[src/rtl/jump_redirect_gen.sv]
// jump_redirect_gen: jump-unit writeback consumer. Registers each resolved
// jump (s1 stage), detects target mispredicts and keeps the oldest pending
// redirect in a single holding register until the consumer accepts it,
// a flush kills it, or an older mispredict replaces it.
// Optional build macro JUMP_REDIRECT_PERF_EN adds saturating mispredict and
// drop counters on io_perf_mispredCnt / io_perf_dropCnt.
module jump_redirect_gen #(
  parameter int ROB_IDX_W = 8,
  parameter int VADDR_W   = 64
) (
  input  logic                 clock,
  input  logic                 reset,
  input  logic                 io_in_valid,
  input  logic                 io_in_robIdx_flag,
  input  logic [ROB_IDX_W-1:0] io_in_robIdx_value,
  input  logic [VADDR_W-1:0]   io_in_pc,
  input  logic [VADDR_W-1:0]   io_in_target,
  input  logic [VADDR_W-1:0]   io_in_predTarget,
  input  logic                 io_in_predTaken,
  input  logic                 io_in_isAuipc,
  input  logic                 io_flush_valid,
  input  logic                 io_flush_robIdx_flag,
  input  logic [ROB_IDX_W-1:0] io_flush_robIdx_value,
  input  logic                 io_redirect_ready,
  output logic                 io_redirect_valid,
  output logic                 io_redirect_robIdx_flag,
  output logic [ROB_IDX_W-1:0] io_redirect_robIdx_value,
  output logic [VADDR_W-1:0]   io_redirect_pc,
  output logic [VADDR_W-1:0]   io_redirect_target
`ifdef JUMP_REDIRECT_PERF_EN
  ,
  output logic [31:0]          io_perf_mispredCnt,
  output logic [31:0]          io_perf_dropCnt
`endif
);

  // A is older than B; equal indices are not older. The flag flips on every
  // ROB wrap, so differing flags invert the value comparison.
  function automatic logic is_older(input logic a_flag, input logic [ROB_IDX_W-1:0] a_val,
                                    input logic b_flag, input logic [ROB_IDX_W-1:0] b_val);
    return (a_flag == b_flag) ? (a_val < b_val) : (a_val > b_val);
  endfunction

  // Saturating 32-bit increment for the performance counters.
  function automatic logic [31:0] sat_inc(input logic [31:0] cnt);
    return (cnt == 32'hFFFF_FFFF) ? cnt : cnt + 32'd1;
  endfunction

  // s1 stage registers
  logic                 vld_p1;
  logic                 flag_p1;
  logic [ROB_IDX_W-1:0] value_p1;
  logic [VADDR_W-1:0]   pc_p1;
  logic [VADDR_W-1:0]   target_p1;
  logic [VADDR_W-1:0]   pred_target_p1;
  logic                 pred_taken_p1;
  logic                 is_auipc_p1;

  // redirect holding register
  logic                 vld_p2;
  logic                 flag_p2;
  logic [ROB_IDX_W-1:0] value_p2;
  logic [VADDR_W-1:0]   pc_p2;
  logic [VADDR_W-1:0]   target_p2;

  logic kill_in;
  logic kill_p1;
  logic kill_p2;
  logic mispred_raw_p1;
  logic mispred_p1;
  logic live_p2;
  logic fire_p2;
  logic load_p2;

  // Flush kill, mispredict detection and the load/hold/clear decision.
  always_comb begin
    kill_in        = io_flush_valid && is_older(io_flush_robIdx_flag, io_flush_robIdx_value,
                                                io_in_robIdx_flag, io_in_robIdx_value);
    kill_p1        = io_flush_valid && is_older(io_flush_robIdx_flag, io_flush_robIdx_value,
                                                flag_p1, value_p1);
    kill_p2        = io_flush_valid && is_older(io_flush_robIdx_flag, io_flush_robIdx_value,
                                                flag_p2, value_p2);
    mispred_raw_p1 = vld_p1 && !is_auipc_p1 &&
                     (!pred_taken_p1 || (target_p1 != pred_target_p1));
    mispred_p1     = mispred_raw_p1 && !kill_p1;
    // A flushed entry neither fires nor blocks a newer load.
    live_p2        = vld_p2 && !kill_p2;
    fire_p2        = live_p2 && io_redirect_ready;
    load_p2        = mispred_p1 &&
                     (!live_p2 || fire_p2 || is_older(flag_p1, value_p1, flag_p2, value_p2));
  end

  // ---- stage boundary: input -> s1 ----
  // s1 valid tracks accepted, non-flushed writebacks.
  always_ff @(posedge clock) begin
    if (reset) vld_p1 <= 1'b0;
    else       vld_p1 <= io_in_valid && !kill_in;
  end

  // s1 payload captured on every valid writeback; qualified by vld_p1.
  always_ff @(posedge clock) begin
    if (io_in_valid) begin
      flag_p1        <= io_in_robIdx_flag;
      value_p1       <= io_in_robIdx_value;
      pc_p1          <= io_in_pc;
      target_p1      <= io_in_target;
      pred_target_p1 <= io_in_predTarget;
      pred_taken_p1  <= io_in_predTaken;
      is_auipc_p1    <= io_in_isAuipc;
    end
  end

  // ---- stage boundary: s1 -> redirect register ----
  // Redirect register: load oldest mispredict, hold until fired or killed.
  always_ff @(posedge clock) begin
    if (reset) begin
      vld_p2    <= 1'b0;
      flag_p2   <= 1'b0;
      value_p2  <= '0;
      pc_p2     <= '0;
      target_p2 <= '0;
    end else begin
      vld_p2 <= load_p2 || (live_p2 && !fire_p2);
      if (load_p2) begin
        flag_p2   <= flag_p1;
        value_p2  <= value_p1;
        pc_p2     <= pc_p1;
        target_p2 <= target_p1;
      end
    end
  end

  assign io_redirect_valid        = vld_p2;
  assign io_redirect_robIdx_flag  = flag_p2;
  assign io_redirect_robIdx_value = value_p2;
  assign io_redirect_pc           = pc_p2;
  assign io_redirect_target       = target_p2;

`ifdef JUMP_REDIRECT_PERF_EN
  logic [31:0] mispred_cnt;
  logic [31:0] drop_cnt;

  // Count every s1 mispredict, and those lost to age arbitration or flush.
  always_ff @(posedge clock) begin
    if (reset) begin
      mispred_cnt <= '0;
      drop_cnt    <= '0;
    end else begin
      if (mispred_raw_p1)             mispred_cnt <= sat_inc(mispred_cnt);
      if (mispred_raw_p1 && !load_p2) drop_cnt    <= sat_inc(drop_cnt);
    end
  end

  assign io_perf_mispredCnt = mispred_cnt;
  assign io_perf_dropCnt    = drop_cnt;
`endif

endmodule

[config.mk]
export PLATFORM = sky130hd
export DESIGN_NAME = jump_redirect_gen
export DESIGN_NICKNAME = d
export VERILOG_FILES = /design/src/rtl/jump_redirect_gen.sv
export SDC_FILE = /design/constraint.sdc
export NUM_CORES = 1
export LEC_CHECK = 0
export ABC_AREA = 1
export BUFFER_PORTS_ARGS = -buffer_cell sky130_fd_sc_hd__buf_2
export CORE_MARGIN = 3
export CORE_UTILIZATION = 54
export CTS_BUF_LIST = sky130_fd_sc_hd__clkbuf_16
export DETAILED_ROUTE_END_ITERATION = 8
export PLACE_DENSITY = 0.9
export SKIP_LAST_GASP = 1
export SLEW_MARGIN = 20
export SYNTH_ARGS = -nofsm -noshare
export SYNTH_HDL_FRONTEND = slang
export SYNTH_SLANG_ARGS = --single-unit
[constraint.sdc]
create_clock -name clock -period 2.7 [get_ports clock]
set_clock_uncertainty 0.15 [all_clocks]
set_input_delay 0.54 -clock clock [delete_from_list [all_inputs] [get_ports clock]]
set_output_delay 0.54 -clock clock [all_outputs]
set_load 0.05 [all_outputs]
==> summary.md, run 1 <==
| Metric | Value |
|---|---|
| Final Setup Violations | `0` |
| Synth unique cells | `27` |
| Setup_tns | `0 ns` |
| Peak Freq | `0.4000 GHz` |
| Die Y | `173.8 um` |
| Slew Limit Fails | `0` |
| # DRC | `0` |
| Register area | `0.008879 mm2` |
| Placed cell area | `0.01733 mm2` |
| Critical path's slowest cell | `edfxtp_1` |
| Final instance area | `0.01853 mm2` |
| Worst hold path type | `input port to flip-flop` |
| Post-synthesis instance area | `0.01521 mm2` |
| Setup Buffers After CTS | `0` |
| Post-synthesis area per instance | `8.657 um2` |
| Critical Path Sink Type | `flip-flop` |
| Crit path DAT | `2.77 ns` |
| Post-synth EDFFs | `203` |
| Syn Inst Count | `1757` |
| Initial Utilization | `0.5566` |
| Synth-to-Final Area Change | `21.81%` |
| First-iteration detailed-routing DRC count | `1219` |
| WP data required | `2.97 ns` |
| Vias | `12500` |
| Hold_buf cts | `0` |
| Total wire length | `41470 um` |
| Pwr Density | `690.0 mW/mm2` |
| Placed cells | `2431` |
| Cell chain of the critical path | `inv_1, ha_1, nand2_1, nor2_1, nand2_1, nand2_1, a21boi_1, nor2_1, nor2_4, buf_12, buf_12, nand4_1, nand2_1, nor2_1` |
| Final HPWL from detailed placement | `28990 um` |
| Fill cells | `2062` |
| Syn_nets | `2006` |
| Final worst-path cycle share | `0.9259` |
| Core area | `0.02733 mm2` |
| Total of max-cap violations | `0` |
| Finished Layout Cells | `2504` |
| Nets | `2348` |
| Pin count of the biggest net entering global routing | `85` |
| Antenna violations before repair | `4` |
| Share of cells above drive strength 1 | `0.2199` |
| Yosys top cell by area | `edfxtp_1` |
| CP startpoint kind | `flip-flop` |
| Clock sinks | `342` |
| IR Drop Worst-Case VDD | `0.0006020 V` |
| Synth async-reset ratio | `0` |
| Ys flop type | `edfxtp_1` |
| Cell mode on critical path | `nand2_1` |
| Final Hold Fails | `0` |
| Die width | `173.8 um` |
| Yosys warnings | `0` |
| Per-cell routed wire length | `16.56 um` |
| Io pins | `355` |
| Clock buffer depth | `3` |
| Post-cts sizing count | `0` |
| All-Layer GR Usage | `0.2658` |
| Worst skew pair latency | `0.53 ns` |
| CTS buffer count | `38` |
| CP peak stage delay | `0.36 ns` |
| CTS H-tree lvls | `2` |
| Slew HR | `0.5295` |
| Pleak | `9.466 nW` |
| Die area | `0.03022 mm2` |
| Max FO, Critical Path | `24` |
| Crit path max-delay family | `simple AND/OR/NAND/NOR gates` |
| Seq/Total Area, Yosys | `0.5837` |
| Fin crit period | `2.500 ns` |
| First-pass GRT wire length | `63970 um` |
| #FFs+latches synth | `342` |
| Antenna viol nets, final | `0` |
| Site row count | `60` |
| Vias in the first global route | `12350` |
| Critical path buffers and inverters | `3` |
| GRT overflow | `0` |
| Worst Tran Pin Value | `0.7058 ns` |
| Top cells by area, synth | `edfxtp_1, dfxtp_1, nand2_1` |
| Post-synth top area share | `0.4008` |
| Port buffer count | `354` |
| Iteration count of the initial detailed-routing pass | `5` |
| Clock Tree Root | `clkbuf_16` |
| Worst-path clk slew | `0.06 ns` |
| CTS tree | `built` |
| Outcome | `finished clean` |
| Gp weighted congestion | `0.9034` |
| Via/cell ratio | `4.994` |
| WS Path Type | `flip-flop to flip-flop` |
| Area occupied by multi-input gates | `0.004118 mm2` |
| Unrepaired setup endpoints after global routing | `no` |
-- routing by layer --
layer  routed length (um)  vias up  GRT usage
li1                     -     6048          -
met3                 3387      127    0.04577
met2                20580      642     0.4674
met4                 1966        2     0.1196
met5                   13        -          0
met1                15520     5685     0.3196
-- Yosys cell counts, types with 2 or more instances --
| master | number |
|---|---|
| buf_2 | 39 |
| nand2_1 | 442 |
| inv_1 | 435 |
| xor2_1 | 5 |
| ha_1 | 32 |
| buf_6 | 19 |
| clkbuf_1 | 15 |
| o21ai_0 | 15 |
| o21ai_1 | 8 |
| edfxtp_1 | 203 |
| nand3_1 | 7 |
| nand3_2 | 2 |
| a21oi_1 | 16 |
| o21a_1 | 2 |
| inv_2 | 32 |
| xnor2_1 | 12 |
| dfxtp_1 | 139 |
| nand4_1 | 138 |
| o22ai_1 | 2 |
| nor2_1 | 187 |
-- final timing paths --
path,slack [ns],cells after the start,endpoint,from
max reg2reg,0.20,14,io_redirect_pc[7]$_SDFFE_PP0P_,value_p1[6]$_DFFE_PP_
max,0.20,14,io_redirect_pc[7]$_SDFFE_PP0P_,value_p1[6]$_DFFE_PP_
min reg2reg,0.35,4,io_redirect_target[5]$_SDFFE_PP0P_,io_redirect_target[5]$_SDFFE_PP0P_
min,0.03,1,pred_target_p1[59]$_DFFE_PP_,io_in_predTarget[59]
-- final cells by class --
type	count	area share
antenna	4	0.0005402
clock inverter	30	0.01114
multi-input combinational	873	0.2222
timing repair buffer	377	0.1144
tap	372	0.02512
sequential	342	0.4792
inverter	467	0.09474
clock buffer	39	0.05267
-- layout by cell type (no fill, tap or decap) --
master,instances
a21boi_1,1
a21o_1,1
a21oi_1,16
buf_12,13
buf_2,353
buf_4,9
buf_6,1
bufinv_16,2
clkbuf_16,39
clkbuf_8,1
clkinv_1,9
clkinv_2,10
dfxtp_1,139
diode_2,4
edfxtp_1,203
ha_1,32
inv_1,440
inv_16,1
inv_2,32
inv_4,1
inv_6,1
inv_8,1
nand2_1,442
nand3_1,7
nand3_4,3
nand4_1,138
nor2_1,187
nor2_4,1
o21a_1,2
o21ai_0,15
o21ai_1,8
o21bai_1,1
o22ai_1,2
xnor2_1,12
xor2_1,5
-- power by group --
group          internal (mW)  total (mW)  switching (mW)
clock network           2.83        4.92            2.09
logic                  0.549        1.76            1.21
registers               5.92        6.11           0.187
total                   9.30        12.8            3.48
-- state kept, by name, summed over array words and instances (netlist names) --
register                  flops
pc_p1                        64
io_redirect_pc               64
io_redirect_valid             1
value_p1                      8
pred_taken_p1                 1
flag_p1                       1
io_redirect_robIdx_flag       1
pred_target_p1               64
vld_p1                        1
target_p1                    64
io_redirect_target           64
io_redirect_robIdx_value      8
is_auipc_p1                   1
-- kinds of logic (layout without fill, tap and decap cells) --
kind of cell / after synthesis / in the layout / share of synthesized area
buffers and inverters: 542 / 913 / 0.1466
and+or+nand+nor: 778 / 778 / 0.2175
xor gates and xnor gates: 17 / 17 / 0.009788
AOI/OAI and AO/OA: 46 / 46 / 0.01612
other: 0 / 4 / 0
adders and majority gates: 32 / 32 / 0.02632
DFF: 342 / 342 / 0.5837
-- worst register-to-register path, stage by stage (launching register included) --
cell and delay (ns):
edfxtp_1 0.36, inv_1 0.08, ha_1 0.28, nand2_1 0.07, nor2_1 0.18, nand2_1 0.08, nand2_1 0.06, a21boi_1 0.15
nor2_1 0.08, nor2_4 0.23, buf_12 0.20, buf_12 0.19, nand4_1 0.14, nand2_1 0.13, nor2_1 0.05
-- metrics by stage --
| step | worst slack (ns) | hold slack (ns) | utilization | total power [mW] |
|---|---|---|---|---|
| 4_1_cts | 0.1029 | 0.01692 | 0.6776 | 12.84 |
| 5_1_grt | 0.002382 | 0.01793 | 0.6780 | 13.30 |
| 2_1_floorplan | 0.2900 | 0.3908 | - | 7.307 |
| 3_3_place_gp | 0.06717 | 0.3408 | 0.6343 | 7.866 |
| 3_5_place_dp | -0.01447 | 0.3436 | 0.6343 | 7.946 |
| 6_report | 0.2002 | 0.03323 | 0.6781 | 12.79 |
Note: power is estimated with default switching activity, not from simulation.
==> run 2, diff against run 1 <==
Settings changed: CELL_PAD_IN_SITES_DETAIL_PLACEMENT set to 1, CELL_PAD_IN_SITES_GLOBAL_PLACEMENT set to 2, CORE_UTILIZATION 54 to 32.
==> run 2 against run 1 <==
  * Global-route usage down 4.8 points
  * Non-clock buffer count up 211
  * Maximum frequency down 1.6%
  * Clock power up 15%
  * Final cell count up 18%
  * Register-to-register slack worse by 0.04 ns
  * Cell area up 15%
  * Sequential power about the same
  * Largest power group unchanged
  * Highest routed layer is now met4
==> summary.md, run 2 (synthesis results as in run 1) <==
| Metric | Value |
|---|---|
| Total of max-cap violations | `0 (unchanged)` |
| CP startpoint | `target_p1[54]$_DFFE_PP_ (was value_p1[6]$_DFFE_PP_)` |
| Share of cells above drive strength 1 | `0.2186 (was 0.2199)` |
| Via/cell ratio | `4.625 (was 4.994)` |
| Worst hold start | `io_in_pc[24] (was io_in_predTarget[59])` |
| Crit path DAT | `2.89 ns (was 2.77 ns)` |
| Final worst-path cycle share | `0.9407 (was 0.9259)` |
| IR Drop Worst-Case VDD | `0.0004736 V (was 0.0006020 V)` |
| Worst-path clk slew | `0.06 ns (about the same)` |
| All-Layer GR Usage | `0.2177 (was 0.2658)` |
| Pwr Density | `653.0 mW/mm2 (was 690.0 mW/mm2)` |
| Reg2Reg Depth | `11 (was 14)` |
| Critical path's slowest cell | `edfxtp_1 (unchanged)` |
| Critical Path Sink Type | `flip-flop (unchanged)` |
| Iteration count of the initial detailed-routing pass | `5 (unchanged)` |
| First-iteration detailed-routing DRC count | `727 (was 1219)` |
| Reg-to-reg critical path endpoint | `io_redirect_target[54]$_SDFFE_PP0P_ (was io_redirect_pc[7]$_SDFFE_PP0P_)` |
| WP data required | `3.05 ns (was 2.97 ns)` |
| Clock Tree Root | `clkbuf_16 (unchanged)` |
| Critical path buffers and inverters | `2 (was 3)` |
| Final Setup Violations | `0 (unchanged)` |
| Max FO, Critical Path | `41 (was 24)` |
| Unrepaired setup endpoints after global routing | `yes (was no)` |
| Die Y | `224.0 um (was 173.8 um)` |
| Synth-to-Final Area Change | `39.96% (was 21.81%)` |
| GRT overflow | `0 (unchanged)` |
| WP depth | `11 (was 14)` |
| Worst r2r src | `target_p1[54]$_DFFE_PP_ (was value_p1[6]$_DFFE_PP_)` |
| Final Hold Fails | `0 (unchanged)` |
| Most frequent cells in the layout | `inv_1, nand2_1, buf_2 (was nand2_1, inv_1, buf_2)` |
| Initial Utilization | `0.3253 (was 0.5566)` |
| Crit path max-delay family | `simple AND/OR/NAND/NOR gates (unchanged)` |
| Peak Freq | `0.3937 GHz (was 0.4000 GHz)` |
| Die area | `0.05019 mm2 (was 0.03022 mm2)` |
| Final HPWL from detailed placement | `36730 um (was 28990 um)` |
| WS Path Type | `flip-flop to flip-flop (unchanged)` |
| Gp weighted congestion | `0.8621 (was 0.9034)` |
| Antenna viol nets, final | `0 (unchanged)` |
| Vias | `13680 (was 12500)` |
| Nets | `2563 (was 2348)` |
| CTS tree | `built (unchanged)` |
| Fin crit period | `2.540 ns (was 2.500 ns)` |
| Die width | `224.0 um (was 173.8 um)` |
| Worst skew pair latency | `0.57 ns (was 0.53 ns)` |
| Pleak | `10.55 nW (was 9.466 nW)` |
| FF-to-FF setup slack | `0.16 ns (was 0.20 ns)` |
| Clock buffer depth | `3 (unchanged)` |
| Hold slack | `0.02635 ns (was 0.03323 ns)` |
| CP peak stage delay | `0.43 ns (was 0.36 ns)` |
| Antenna violations before repair | `3 (was 4)` |
| Clock sinks | `342 (unchanged)` |
| Slew Limit Fails | `0 (unchanged)` |
| Io pins | `355 (unchanged)` |
| Worst slack at placement | `-0.09175 ns (was -0.01447 ns)` |
| Core area | `0.04675 mm2 (was 0.02733 mm2)` |
| Port buffer count | `354 (unchanged)` |
| Worst Tran Pin Value | `0.5358 ns (was 0.7058 ns)` |
| CTS buffer count | `41 (was 38)` |
| Total wire length | `57640 um (was 41470 um)` |
| Site row count | `79 (was 60)` |
| Worst setup margin | `0.1600 ns (was 0.2002 ns)` |
| Pin count of the biggest net entering global routing | `84 (was 85)` |
| First-pass GRT wire length | `84420 um (was 63970 um)` |
| # DRC | `0 (unchanged)` |
| Slew HR | `0.6428 (was 0.5295)` |
| Outcome | `finished clean (unchanged)` |
| CTS H-tree lvls | `2 (unchanged)` |
| Setup crit end | `io_redirect_target[54]$_SDFFE_PP0P_ (was io_redirect_pc[7]$_SDFFE_PP0P_)` |
| CP startpoint kind | `flip-flop (unchanged)` |
| Worst hold path type | `input port to flip-flop (unchanged)` |
| Cell chain of the critical path | `xnor2_2, nand2_1, nor2_1, nand2_1, nor2_1, nand3_4, buf_4, clkbuf_16, nand4_1, nand2_1, nor2_1 (was inv_1, ha_1, nand2_1, nor2_1, nand2_1, nand2_1, a21boi_1, nor2_1, nor2_4, buf_12, buf_12, nand4_1, nand2_1, nor2_1)` |
| Per-cell routed wire length | `19.49 um (was 16.56 um)` |
| Vias in the first global route | `14830 (was 12350)` |
run 2: cell count changes in the layout (fill, tap and decap cells not counted), sizes merged:
cell,delta
inv,+2
clkinvlp,+4
nand3,+1
clkbuf,+8
dlygate4sd3,+179
bufinv,+3
clkinv,-5
buf,+27
diode,-1
run 2: power breakdown:
| part | total (mW) | leakage, nW | internal (mW) | switching [mW] |
|---|---|---|---|---|
| registers | 6.12 | 3.12 | 5.92 | 0.199 |
| logic | 2.13 | 6.74 | 0.766 | 1.36 |
| clock network | 5.65 | 0.689 | 3.32 | 2.34 |
| total | 13.9 | 10.5 | 10.0 | 3.89 |
run 2: metrics by stage:
step | setup TNS (ns) | std cells | total power, mW | utilization | cell area (um2)
final | 0 | 2957 | 13.90 | 0.4553 | 21290
after global routing | -0.4266 | 2957 | 14.48 | 0.4553 | 21290
after CTS | 0 | 2934 | 13.92 | 0.4479 | 20940
after detailed placement | -3.718 | 2680 | 8.061 | 0.3807 | 17800
after global placement | 0 | 2680 | 7.974 | 0.3807 | 17800
after floorplan | 0 | 1757 | 7.307 | - | 15210
run 2: timing repair:
item | CTS | global route
hold buffers | 178 | 1
endpoints found under the setup margin | 0 | 42
hold endpoints to repair | 178 | 1
setup buffers | 0 | 12
resized for setup | 0 | 19
run 2: worst min path at each step:
stage                                      end  slack [ns]  cells past startpoint
6_report                   pc_p1[24]$_DFFE_PP_        0.03                      1
3_5_place_dp    io_redirect_pc[3]$_SDFFE_PP0P_        0.35                      4
4_1_cts                    pc_p1[51]$_DFFE_PP_      0.0009                      1
3_3_place_gp   io_redirect_pc[63]$_SDFFE_PP0P_        0.34                      4
5_1_grt                    pc_p1[24]$_DFFE_PP_       0.005                      1
2_1_floorplan  io_redirect_pc[63]$_SDFFE_PP0P_        0.39                      4
run 2: metal layers:
metal | global-route usage | part of all wire | wire, um
met1 | 0.2518 | 0.39 | 22770
met2 | 0.3845 | 0.50 | 28900
met3 | 0.04508 | 0.058 | 3332
met4 | 0.1057 | 0.046 | 2644
met5 | 0 | 0 | 0
run 2: final cells by class:
class / instances / area [um2]
sequential: 342 / 8879
tap: 607 / 759.5
inverter: 467 / 1758
antenna: 3 / 7.507
clock inverter: 34 / 307.8
fill: 5479 / 25460
timing repair buffer: 588 / 4372
clock buffer: 42 / 1051
multi-input combinational: 874 / 4155
==> run 3, diff against run 2 <==
Settings changed: CORE_ASPECT_RATIO set to 1.75, PLACE_DENSITY 0.9 to 0.85.
==> run 3 against run 2 <==
  * Final cell count shrank 4.9%
  * Non-clock buffer count fell by 117
  * Wire length is 11% lower
  * Critical path depth increased by 6
  * Die area is 0.21% higher
  * Core utilization down 3.5 points
  * Register-to-register slack barely moved
  * Largest cell class unchanged
  * Highest routed layer unchanged
==> summary.md, run 3 (synthesis results as in run 1) <==
| Metric | Value |
|---|---|
| Outcome | `finished clean (unchanged)` |
| Cell chain of the critical path | `inv_1, ha_1, nand2_2, inv_1, nand2_1, nand2_1, nand2_1, nand3_1, nand2_1, nor2_1, nor2_4, buf_4, buf_12, buf_12, nand4_1, nand2_1, nor2_1 (was xnor2_2, nand2_1, nor2_1, nand2_1, nor2_1, nand3_4, buf_4, clkbuf_16, nand4_1, nand2_1, nor2_1)` |
| Placed cells | `2676 (was 2680)` |
| Fin util | `0.4205 (was 0.4553)` |
| CP peak stage delay | `0.40 ns (was 0.43 ns)` |
| Peak Freq | `0.3917 GHz (was 0.3937 GHz)` |
| Port buffer count | `354 (unchanged)` |
| Per-cell routed wire length | `18.16 um (was 19.49 um)` |
| Pin count of the biggest net entering global routing | `100 (was 84)` |
| CP startpoint | `value_p1[3]$_DFFE_PP_ (was target_p1[54]$_DFFE_PP_)` |
| Vias | `12670 (was 13680)` |
| Worst hold start | `io_in_target[61] (was io_in_pc[24])` |
| CTS tree | `built (unchanged)` |
| Fin crit period | `2.553 ns (was 2.540 ns)` |
| All-Layer GR Usage | `0.1968 (was 0.2177)` |
| Final Setup Violations | `0 (unchanged)` |
| Clock buffer depth | `3 (unchanged)` |
| Worst r2r src | `value_p1[3]$_DFFE_PP_ (was target_p1[54]$_DFFE_PP_)` |
| Crit path max-delay family | `simple AND/OR/NAND/NOR gates (unchanged)` |
| Antenna violations before repair | `6 (was 3)` |
| Total of max-cap violations | `0 (unchanged)` |
| WP data required | `2.97 ns (was 3.05 ns)` |
| Commonest non-fill, non-tap cell in the layout | `inv_1` |
| FF-to-FF setup slack | `0.15 ns (was 0.16 ns)` |
| Gp weighted congestion | `0.8433 (was 0.8621)` |
| IR Drop Worst-Case VDD | `0.0006020 V (was 0.0004736 V)` |
| Die width | `170.8 um (was 224.0 um)` |
| Nets | `2440 (was 2563)` |
| Slew Limit Fails | `0 (unchanged)` |
| Antenna viol nets, final | `0 (unchanged)` |
| Synth-to-Final Area Change | `29.66% (was 39.96%)` |
| Critical path buffers and inverters | `5 (was 2)` |
| Final worst-path cycle share | `0.9455 (was 0.9407)` |
| Crit path DAT | `2.82 ns (was 2.89 ns)` |
| Share of cells above drive strength 1 | `0.2267 (was 0.2186)` |
| Finished Layout Cells | `2812 (was 2957)` |
| CP startpoint kind | `flip-flop (unchanged)` |
| Most frequent cells in the layout | `inv_1, nand2_1, buf_2 (unchanged)` |
| GRT overflow | `0 (unchanged)` |
| Max FO, Critical Path | `24 (was 41)` |
| WS Path Type | `flip-flop to flip-flop (unchanged)` |
| CTS buffer count | `36 (was 41)` |
| CTS H-tree lvls | `2 (unchanged)` |
| Site row count | `105 (was 79)` |
| Core area | `0.04690 mm2 (was 0.04675 mm2)` |
| Worst skew pair latency | `0.55 ns (was 0.57 ns)` |
| Net switching power | `3.602 mW (was 3.895 mW)` |
| Die Y | `294.4 um (was 224.0 um)` |
| Die area | `0.05029 mm2 (was 0.05019 mm2)` |
| First-iteration detailed-routing DRC count | `482 (was 727)` |
| Worst slack at placement | `-0.09793 ns (was -0.09175 ns)` |
| Final HPWL from detailed placement | `37810 um (was 36730 um)` |
| Final instance area | `0.01972 mm2 (was 0.02129 mm2)` |
| Pwr Density | `647.7 mW/mm2 (was 653.0 mW/mm2)` |
| Io pins | `355 (unchanged)` |
| Placed cell area | `0.01792 mm2 (was 0.01780 mm2)` |
| Slew HR | `0.6536 (was 0.6428)` |
| Total wire length | `51070 um (was 57640 um)` |
| Fill cells | `5546 (was 5479)` |
| Clock Tree Root | `clkbuf_16 (unchanged)` |
| Via/cell ratio | `4.504 (was 4.625)` |
| Flop pwr share | `0.477 (was 0.440)` |
| Worst hold path type | `input port to flip-flop (unchanged)` |
| Clock Power Share | `0.372 (was 0.407)` |
| Cell mode on critical path | `nand2_1` |
| Final Hold Fails | `0 (unchanged)` |
| Sw Ratio | `0.2820 (was 0.2802)` |
| Initial Utilization | `0.3243 (was 0.3253)` |
| Worst Tran Pin Value | `0.5196 ns (was 0.5358 ns)` |
| Critical path's slowest cell | `edfxtp_1 (unchanged)` |
| Internal | `9.173 mW (was 10.01 mW)` |
| First-pass GRT wire length | `76280 um (was 84420 um)` |
| Combinational power share | `0.151 (was 0.153)` |
| Iteration count of the initial detailed-routing pass | `4 (was 5)` |
| Clock sinks | `342 (unchanged)` |
| Critical Path Sink Type | `flip-flop (unchanged)` |
| Worst-path clk slew | `0.07 ns (was 0.06 ns)` |
| Hold slack | `0.02075 ns (was 0.02635 ns)` |
| # DRC | `0 (unchanged)` |
| Pleak | `9.917 nW (was 10.55 nW)` |
| Vias in the first global route | `13690 (was 14830)` |
| Worst setup margin | `0.1472 ns (was 0.1600 ns)` |
run 3: cell types whose count changed in the layout (fill, tap and decap cells not counted), sizes merged:
cell / change
buf: +9
dlygate4sd3: -123
diode: +2
nand3: -1
inv: +4
bufinv: -4
clkbuf: -8
clkinvlp: -3
clkinv: -2
run 3: timing repair:
action,in CTS,in global routing
hold endpoints to repair,56,0
resized for setup,0,6
buffers inserted,0,7
endpoints found under the setup margin,0,28
hold buffers,56,0
run 3: area by class of cell:
class | count | area, um2 | area share
Antenna cell | 5 | 12.51 | 0.0006344
Clock buffer | 37 | 925.9 | 0.04695
Clock inverter | 29 | 181.4 | 0.009199
Inverter | 467 | 1755 | 0.08901
Multi-Input combinational cell | 873 | 4133 | 0.2095
Sequential cell | 342 | 8879 | 0.4502
Tap cell | 588 | 735.7 | 0.03730
Timing Repair Buffer | 471 | 3100 | 0.1572
run 3: power groups by stage:
stage	sequential, mW	combinational, mW	clock (mW)
after global routing	6.14	2.14	5.09
after detailed placement	6.21	1.85	0
final	6.10	1.93	4.75
after floorplan	6.56	0.748	0
after CTS	6.10	1.93	4.90
after global placement	6.19	1.80	0
run 3: final timing paths:
path,end,depth (start not counted)
max,io_redirect_pc[16]$_SDFFE_PP0P_,17
min,target_p1[61]$_DFFE_PP_,1
max reg2reg,io_redirect_pc[16]$_SDFFE_PP0P_,17
min reg2reg,io_redirect_pc[19]$_SDFFE_PP0P_,4
run 3: per-stage QoR:
step	setup TNS (ns)	power (mW)
floorplan	0	7.307
global placement	-1.161	7.990
detailed placement	-4.068	8.067
CTS	0	12.94
global route	-0.5042	13.37
finish	0	12.78
run 3: layer usage:
layer | routed length (um) | track usage | share of wire | vias up
met5 | 0 | 0 | 0 | -
met4 | 3052 | 0.1096 | 0.060 | 0
met3 | 2029 | 0.02751 | 0.040 | 118
met2 | 27620 | 0.3739 | 0.54 | 338
met1 | 18360 | 0.2036 | 0.36 | 5982
li1 | - | - | - | 6228
